`src/rtl/alu_pkg.sv`:
```
// Shared constants for the sequenced ALU controller: opcodes, one-hot result
// flags and the controller FSM state encoding.
package alu_pkg;

   localparam logic [3:0] OP_ADD  = 4'd0;
   localparam logic [3:0] OP_SUB  = 4'd1;
   localparam logic [3:0] OP_AND  = 4'd2;
   localparam logic [3:0] OP_OR   = 4'd3;
   localparam logic [3:0] OP_XOR  = 4'd4;
   localparam logic [3:0] OP_SHL1 = 4'd5;
   localparam logic [3:0] OP_SHR1 = 4'd6;

   localparam logic [3:0] FLAG_CARRY = 4'b1000;
   localparam logic [3:0] FLAG_NEG   = 4'b0100;
   localparam logic [3:0] FLAG_ZERO  = 4'b0010;
   localparam logic [3:0] FLAG_ILL   = 4'b0001;
   localparam logic [3:0] FLAG_NONE  = 4'b0000;

   typedef enum logic [1:0] {
      ST_IDLE,
      ST_READ,
      ST_EXEC,
      ST_WB
   } state_t;

   // Opcodes above SHR1 are reserved and must never write the register file.
   function automatic logic isLegalOp(input logic [3:0] code);
      return (code <= OP_SHR1);
   endfunction

endpackage

```
`src/rtl/alu_core.sv`:
```
// Purely combinational ALU: computes result and one-hot flag from two operands.
module alu_core
   import alu_pkg::*;
#(
   parameter int DW = 8
) (
   input  logic [DW-1:0] a,
   input  logic [DW-1:0] b,
   input  logic [3:0]    opcode,
   output logic [DW-1:0] result,
   output logic [3:0]    flag
);

   logic [DW:0] w_sum;

   assign w_sum = {1'b0, a} + {1'b0, b};

   // Carry takes priority over zero for ADD, so 0xF0+0x10 reports carry.
   always_comb begin
      result = '0;
      flag   = FLAG_NONE;
      case (opcode)
         OP_ADD: begin
            result = w_sum[DW-1:0];
            if (w_sum[DW])         flag = FLAG_CARRY;
            else if (result == '0) flag = FLAG_ZERO;
         end
         OP_SUB: begin
            result = a - b;
            if (a < b)       flag = FLAG_NEG;
            else if (a == b) flag = FLAG_ZERO;
         end
         OP_AND, OP_OR, OP_XOR, OP_SHL1, OP_SHR1: begin
            case (opcode)
               OP_AND:  result = a & b;
               OP_OR:   result = a | b;
               OP_XOR:  result = a ^ b;
               OP_SHL1: result = {a[DW-2:0], 1'b0};
               default: result = {1'b0, a[DW-1:1]};
            endcase
            flag = (result == '0) ? FLAG_ZERO : FLAG_NONE;
         end
         default: begin
            result = '0;
            flag   = FLAG_ILL;
         end
      endcase
   end

endmodule

```
`src/rtl/alu_seq_ctrl.sv`:
```
// Four-state sequenced ALU controller with an inline register file; loads take
// priority over operations and each operation takes four cycles end to end.
module alu_seq_ctrl
   import alu_pkg::*;
#(
   parameter  int DW   = 8,
   parameter  int NREG = 4,
   localparam int AW   = $clog2(NREG)
) (
   input  logic          clk,
   input  logic          rst_n,
   input  logic          ld_valid,
   input  logic [AW-1:0] ld_addr,
   input  logic [DW-1:0] ld_data,
   output logic          ld_ready,
   input  logic          op_valid,
   input  logic [3:0]    op_code,
   input  logic [AW-1:0] op_dst,
   input  logic [AW-1:0] op_srca,
   input  logic [AW-1:0] op_srcb,
   output logic          op_ready,
   output logic          res_valid,
   output logic [DW-1:0] res_data,
   output logic [3:0]    res_flag,
   output logic          busy
);

   state_t        r_state;
   state_t        w_nextState;
   logic [3:0]    r_opCode;
   logic [AW-1:0] r_dst;
   logic [AW-1:0] r_srcA;
   logic [AW-1:0] r_srcB;
   logic [DW-1:0] r_opA;
   logic [DW-1:0] r_opB;
   logic [DW-1:0] r_resData;
   logic [3:0]    r_resFlag;
   logic [DW-1:0] r_regs [NREG];

   logic          w_idle;
   logic          w_ldFire;
   logic          w_opFire;
   logic [DW-1:0] w_aluResult;
   logic [3:0]    w_aluFlag;

   // Readies are gated by rst_n so they stay low for the whole reset window.
   assign w_idle    = (r_state == ST_IDLE);
   assign ld_ready  = w_idle & rst_n;
   assign op_ready  = w_idle & rst_n & ~ld_valid;
   assign w_ldFire  = ld_valid & ld_ready;
   assign w_opFire  = op_valid & op_ready;
   assign busy      = ~w_idle;
   assign res_valid = (r_state == ST_WB);
   assign res_data  = r_resData;
   assign res_flag  = r_resFlag;

   alu_core #(.DW(DW)) u_alu (
      .a      (r_opA),
      .b      (r_opB),
      .opcode (r_opCode),
      .result (w_aluResult),
      .flag   (w_aluFlag)
   );

   always_comb begin
      w_nextState = r_state;
      case (r_state)
         ST_IDLE: if (w_opFire) w_nextState = ST_READ;
         ST_READ: w_nextState = ST_EXEC;
         ST_EXEC: w_nextState = ST_WB;
         ST_WB:   w_nextState = ST_IDLE;
         default: w_nextState = ST_IDLE;
      endcase
   end

   always_ff @(posedge clk or negedge rst_n) begin
      if (!rst_n) begin
         r_state   <= ST_IDLE;
         r_opCode  <= '0;
         r_dst     <= '0;
         r_srcA    <= '0;
         r_srcB    <= '0;
         r_opA     <= '0;
         r_opB     <= '0;
         r_resData <= '0;
         r_resFlag <= FLAG_NONE;
      end else begin
         r_state <= w_nextState;
         if (w_opFire) begin
            r_opCode <= op_code;
            r_dst    <= op_dst;
            r_srcA   <= op_srca;
            r_srcB   <= op_srcb;
         end
         if (r_state == ST_READ) begin
            r_opA <= r_regs[r_srcA];
            r_opB <= r_regs[r_srcB];
         end
         if (r_state == ST_EXEC) begin
            r_resData <= w_aluResult;
            r_resFlag <= w_aluFlag;
         end
      end
   end

   // Loads and writebacks can never coincide: loads only fire in IDLE.
   always_ff @(posedge clk or negedge rst_n) begin
      if (!rst_n) begin
         for (int i = 0; i < NREG; i++) r_regs[i] <= '0;
      end else if (w_ldFire) begin
         r_regs[ld_addr] <= ld_data;
      end else if ((r_state == ST_WB) && isLegalOp(r_opCode)) begin
         r_regs[r_dst] <= r_resData;
      end
   end

endmodule

```
`config.mk`:
```
export PLATFORM = sky130hd
export DESIGN_NAME = alu_seq_ctrl
export DESIGN_NICKNAME = d
export VERILOG_FILES = /design/src/rtl/alu_pkg.sv /design/src/rtl/alu_core.sv /design/src/rtl/alu_seq_ctrl.sv
export SDC_FILE = /design/constraint.sdc
export NUM_CORES = 1
export LEC_CHECK = 0
export ABC_AREA = 1
export CORE_MARGIN = 2
export CORE_UTILIZATION = 40
export CTS_CLUSTER_SIZE = 10
export DETAILED_ROUTE_END_ITERATION = 8
export PLACE_DENSITY = 0.59
export SYNTH_ARGS = -nofsm -noshare
export SYNTH_HDL_FRONTEND = slang
export SYNTH_HIERARCHICAL = 1
export SYNTH_SLANG_ARGS = --single-unit
```
`constraint.sdc`:
```
create_clock -name clk -period 5 [get_ports clk]
set_input_delay 0.5 -clock clk [delete_from_list [all_inputs] [get_ports clk]]
set_output_delay 0.5 -clock clk [all_outputs]
set_load 0.05 [all_outputs]
```
======== After elaboration in Yosys (flattened, before gate mapping) ========
Cells that the tools add are included.
cells by class
  bitwise gates (word level) .............. 13
  add/sub/neg operators ................... 2
  mux-type cells .......................... 25
  reductions and logical operators ........ 9
  magnitude comparators ................... 8
  eq/ne operators ......................... 11
operators by type and width
  cell                                                         count
  bitwise mux 32 bit                                           2
  two-way mux 32 bit                                           2
  two-way mux 8 bit                                            7
  binary-select mux 8 bit (select 2 bit)                       2
  demux 8 bit (select 2 bit)                                   2
  case mux 8 bit (4 select lines)                              1
  case mux 8 bit (3 select lines)                              1
  zero test 8 bit                                              2
  == test 4 x 3 -> 1 bit (second input constant)               3
  >= comparator 3 bit (second input constant)                  4
  NOT 2 -> 3 bit                                               4
  case mux 4 bit (3 select lines)                              1
  adder 8 x 8 -> 9 bit                                         1
  bitwise AND 8 bit                                            1
  == test 4 x 2 -> 1 bit (second input constant)               2
  == test 8 bit                                                1
  less-than comparator 8 bit                                   1
  two-way mux 2 bit                                            4
  two-way mux 4 bit                                            2
  OR 8 bit                                                     1
  case mux 2 bit (4 select lines)                              1
  subtractor 8 bit                                             1
  bitwise XOR 8 bit                                            1
  less-than comparator 3 x 1 -> 1 bit (second input constant)  2
  12 further kinds                                             19
storage, ports and cells
  bits of input ports ..................... 24
  output and inout port bits .............. 16
  bits in registers ....................... 72

======== Logic depth before layout (Yosys ltp) ========
  depth after elaboration ................. 8
  gate-level depth with buffers ........... 13
  depth with buffers taken out ............ 12

======== By module ========
Netlist, hierarchy kept.
modules (own cells, without submodules)
  module        area each (µm²)  cells an instance  seq. area each (µm²)  instances
  alu_seq_ctrl  4,100.2          533                1,801.7               1
  alu_core      1,503.9          279                0.0                   1

======== Worst setup path after synthesis ========
No wires, ideal clock.
  path kind ............................... register to register
  start ................................... register r_opA[0]
  end ..................................... register r_resFlag[1], in the netlist res_flag[1]
  library setup time ...................... 0.067 ns
  clock period less this slack ............ 1.993 ns
  data required time ...................... 4.933 ns
  data arrival time ....................... 1.927 ns
  buffers on the path ..................... 0
  slack ................................... 3.007 ns
  cell stages (with the launch flop) ...... 10
  path through ............................ dfrtp_1 ha_1 fa_1 or2_2 nor3_2 nand3_1 nor2_1 nand3_1 nand3_1 mux2_2
between the ends
  word-level cells in the longest chain between the ends .. 6
  elaborated cells between the ends (all ways) .. 16
  those cells by class .................... 1 x add/sub; 1 x order compare; 1 x eq/ne; 8 x mux; 3 x bitwise; 2 x reduce/logical
RTL lines
  element                                                                       line                 RTL
  start, declared                                                               alu_seq_ctrl.sv:34   logic [DW-1:0] r_opA;
  start signal, assigned                                                        alu_seq_ctrl.sv:96   r_opA <= r_regs[r_srcA];
  parallel branches: the longest is 5 deep, another holds adder 8 x 8 -> 9 bit  n/a
  case mux 4 bit (3 select lines) *                                             alu_core.sv:22       case (opcode)
  via w_aluFlag[1]                                                              alu_seq_ctrl.sv:44   logic [3:0] w_aluFlag;
  end signal, assigned                                                          alu_seq_ctrl.sv:101  r_resFlag <= w_aluFlag;
  end, declared                                                                 alu_seq_ctrl.sv:37   logic [3:0] r_resFlag;
Mark *: on every way through the listed nets, which the timed path passes. The select of a mux whose other input is x is not followed.
A chain may end at the register's enable or synchronous reset.

======== Final worst setup path ========
  start ................................... register r_state[0]
  end ..................................... output port op_ready
between the ends
  word-level cells in the longest chain between the ends .. 3
RTL lines
  element                         line                RTL
  start, declared                 alu_seq_ctrl.sv:28  state_t r_state;
  start signal, assigned          alu_seq_ctrl.sv:88  r_state <= w_nextState;
  zero test 2 bit                 alu_seq_ctrl.sv:47  assign w_idle = (r_state == ST_IDLE);
  bitwise AND 1 bit (2 in a row)  alu_seq_ctrl.sv:49  assign op_ready = w_idle & rst_n & ~ld_valid;
  end, declared                   alu_seq_ctrl.sv:21  output logic op_ready,
Every way passes these cells.

==> impl_metrics.toml <==
[timing]
finalHoldViolations = 0
slew_violations = 0
fmax_ghz = 0.3527
setup_violations = 0
tns_ns = 0
skew_ns = 0.01103
min_period_ns = 2.835
rsz0062_at_grt = "no"
tightest_slew_ns = 0.9432
timing.final.crit_share_pct = 56.70
fin_hold_ws_ns = 0.4912
max_slew_margin_pct = 37.12

[run_status]
status = "complete, no violations"

[clock_tree]
clock_latency_ns = 0.34
cts.path.max_buffers = 2
htreeDepth = 3
cts_resized = 0
post_cts_buffers = 0
path_clk_slew_ns = 0.07
cts_sinks = 72
root_buffer = "clkbuf_16"
cts_buffers = 9
holdBufCountCts = 0
cts_tree = "done"

[global_routing]
grt_pass1_vias = 4779
antenna_found_initial = 0
grt_usage_pct = 21.85
grt_max_degree = 73
grt_overflow = 0
grt_pass1_wl_um = 25220

[cells_and_area]
register_area_um2 = 1802
antenna_cells = 0
fillers = 1447
multi_input_area_um2 = 3337
nNetsFinal = 890
area_growth_pct = 13.78
fin_cells = 1020
final_core_util_pct = 46.29
fin_area_um2 = 6376
drive_gt1_share_pct = 8.571

[setup_path]
crit_buf_inv = 2
critPathTopFamily = "buffers and inverters"
cp_data_arrival_time_ns = 2.34
path_class = "reg2out"
crit_chain = "inv_1 > ha_1 > nand2_1 > nor2_4 > clkdlybuf4s50_1"
cp_max_fo = 10
critical_path_required_ns = 4.50
slowest_stage = "clkdlybuf4s50_1"
start_kind = "flop"
max_stage_delay_ns = 0.84
cp-end-kind = "output port"

[drt]
wl_per_cell_um = 15.58
vias_per_cell = 5.267
ant_nets = 0
route.detailed.drc = 0
wl_um = 15890
drtIter0Drc = 439
num_vias = 5372
dr.pass1.iters = 7

[place]
dp.final_hpwl_um = 12310
place_congestion = 0.9059
place_inst = 1004
placed_area_um2 = 6073
io_buffers = 39

[pwr]
worst_ir_drop_vdd_mv = 0.4487
power_frac_clock_pct = 17.3
p_int_mw = 1.883
p_per_area_nw_per_um2 = 608.5
seqPwrFrac_pct = 29.5
swShare_pct = 51.48
p_leak_nw = 3.331
power_frac_comb_pct = 53.3
netSwitchingPower_mw = 1.997

[floorplan]
ios = 40
die-area_um2 = 14970
chipHeight_um = 122.4
die_w_um = 122.4
rows = 43
placeableCoreArea_um2 = 13770
initial_utilization_pct = 40.69

[synthesis]
syn-instance-count = 812
ys_seq_elements = 72
synth_area_um2 = 5604
synth.distinct_cells = 37
seq_area_frac_synth_pct = 32.15
ys_warn_count = 6
avgSynthCellArea_um2 = 6.902
syn_nets = 867

[flow_run]
maxCapViolCount = 0

[worst_hold_path]
min_path_type = "in2async"
-- registers in the layout, summed over array words and instances (netlist names) --
register  cells
r_state       2
r_opCode      4
r_regs       32
r_srcA        2
res_data      8
r_dst         2
r_srcB        2
res_flag      4
r_opB         8
r_opA         8
-- cell usage in the layout, fill, tap and decap left out, drive strengths merged --
master	Yosys	routed
a21oi	32	32
buf	15	3
bufinv	0	1
clkbuf	14	9
clkdlybuf4s50	0	38
clkinv	1	3
clkinvlp	0	1
dfrtp	72	72
fa	2	2
ha	29	29
inv	79	82
mux2	12	12
nand2	310	310
nand3	127	127
nand3b	5	5
nand4	2	2
nor2	42	42
nor3	4	4
nor4	1	1
o211ai	18	18
o21ai	44	44
o221ai	1	1
or2	1	1
xor2	1	1
-- cells by family after synthesis --
logic type	after synthesis	synth area share, %
AND/OR/NAND/NOR	492	40.03
AO/OA/AOI/OAI	95	9.757
flip-flops	72	32.15
buffers and inverters	109	8.305
adder cells (fa/ha/maj)	31	7.189
XOR/XNOR	1	0.1563
multiplexers	12	2.411
-- area by class of cell --
type                       count  share of cell area (%)
clock buffer                   9                   3.532
clock inverter                 7                   1.217
inverter                      80                   4.808
multi-input combinational    631                   52.34
sequential                    72                   28.26
tap                          180                   3.532
timing repair buffer          41                   6.319
-- synthesized netlist by cell type --
library cell  number  area [um^2]
o21ai_4            2        32.53
o21ai_1            1        5.000
buf_6              2        22.52
nand2_8            1        20.02
dfrtp_1           72         1802
buf_2             11        55.05
nand2_2            5        31.28
xor2_1             1        8.760
nand3_2            1        10.01
nor3_2             1        10.01
clkinv_2           1        5.000
nand4_1            2        12.51
nand3b_1           5        37.54
nor2_2             1        6.260
nand3_1          126        630.6
o211ai_1          18        135.1
nor3_1             3        15.01
nor2_1            30        112.6
clkbuf_1          13        48.80
inv_4              2        12.51
a21oi_1           32        160.2
mux2_2            12        135.1
inv_1             68        255.2
clkbuf_2           1        5.000
fa_1               2        40.04
ha_1              29        362.9
or2_2              1        6.260
buf_4              1        7.510
nand2_1          298         1119
nor4_1             1        6.260
o21ai_0           41        205.2
nor2_4             7        78.83
inv_2              9        33.78
nor2_8             4        80.08
o221ai_1           1        8.760
buf_12             1        20.02
nand2_4            6        67.56
-- power by group through the flow --
stage	Sequential [mW]	Clock, mW	Combinational (mW)
after global placement	1.14	0	2.02
after detailed placement	1.15	0	2.05
after global routing	1.19	0.705	2.31
after floorplan	1.08	0	1.55
after CTS	1.14	0.682	2.05
final	1.14	0.671	2.07
-- worst reg2reg max path, cell delays in order (launching register included) --
cell,delay (ns)
dfrtp_1,0.43
inv_1,0.09
ha_1,0.50
inv_1,0.10
a21oi_1,0.14
nand2_1,0.14
nand2_1,0.09
nand3_1,0.08
o21ai_0,0.21
nand3_1,0.16
mux2_2,0.29
-- final timing paths --
check,startpoint,end,slack [ns],depth (start not counted)
max reg2reg,r_opA[2]$_DFFE_PN0N_,res_data[5]$_DFFE_PN0P_,2.67,10
max,r_state[0]$_DFFE_PN0P_,op_ready,2.16,5
max in group asynchronous,rst_n,r_regs[20]$_DFFE_PN0P_,3.90,2
min in group clk,r_regs[23]$_DFFE_PN0P_,r_regs[23]$_DFFE_PN0P_,0.51,2
min,rst_n,r_regs[8]$_DFFE_PN0P_,0.49,2
min reg2reg,r_regs[23]$_DFFE_PN0P_,r_regs[23]$_DFFE_PN0P_,0.51,2
-- per-stage QoR --
step	total power, mW	worst slack, ns
CTS	3.876	2.122
global placement	3.158	2.432
global route	4.201	2.008
detailed placement	3.197	2.423
finish	3.880	2.165
floorplan	2.630	3.007
-- routing by layer --
layer,GRT usage (%),part of all wire (%),up-vias
li1,-,-,2676
met1,32.21,48,2482
met2,32.36,44,195
met3,3.857,6.1,19
met4,6.968,2.1,0
met5,0,0,-
Note: power is estimated with default switching activity, not from simulation.
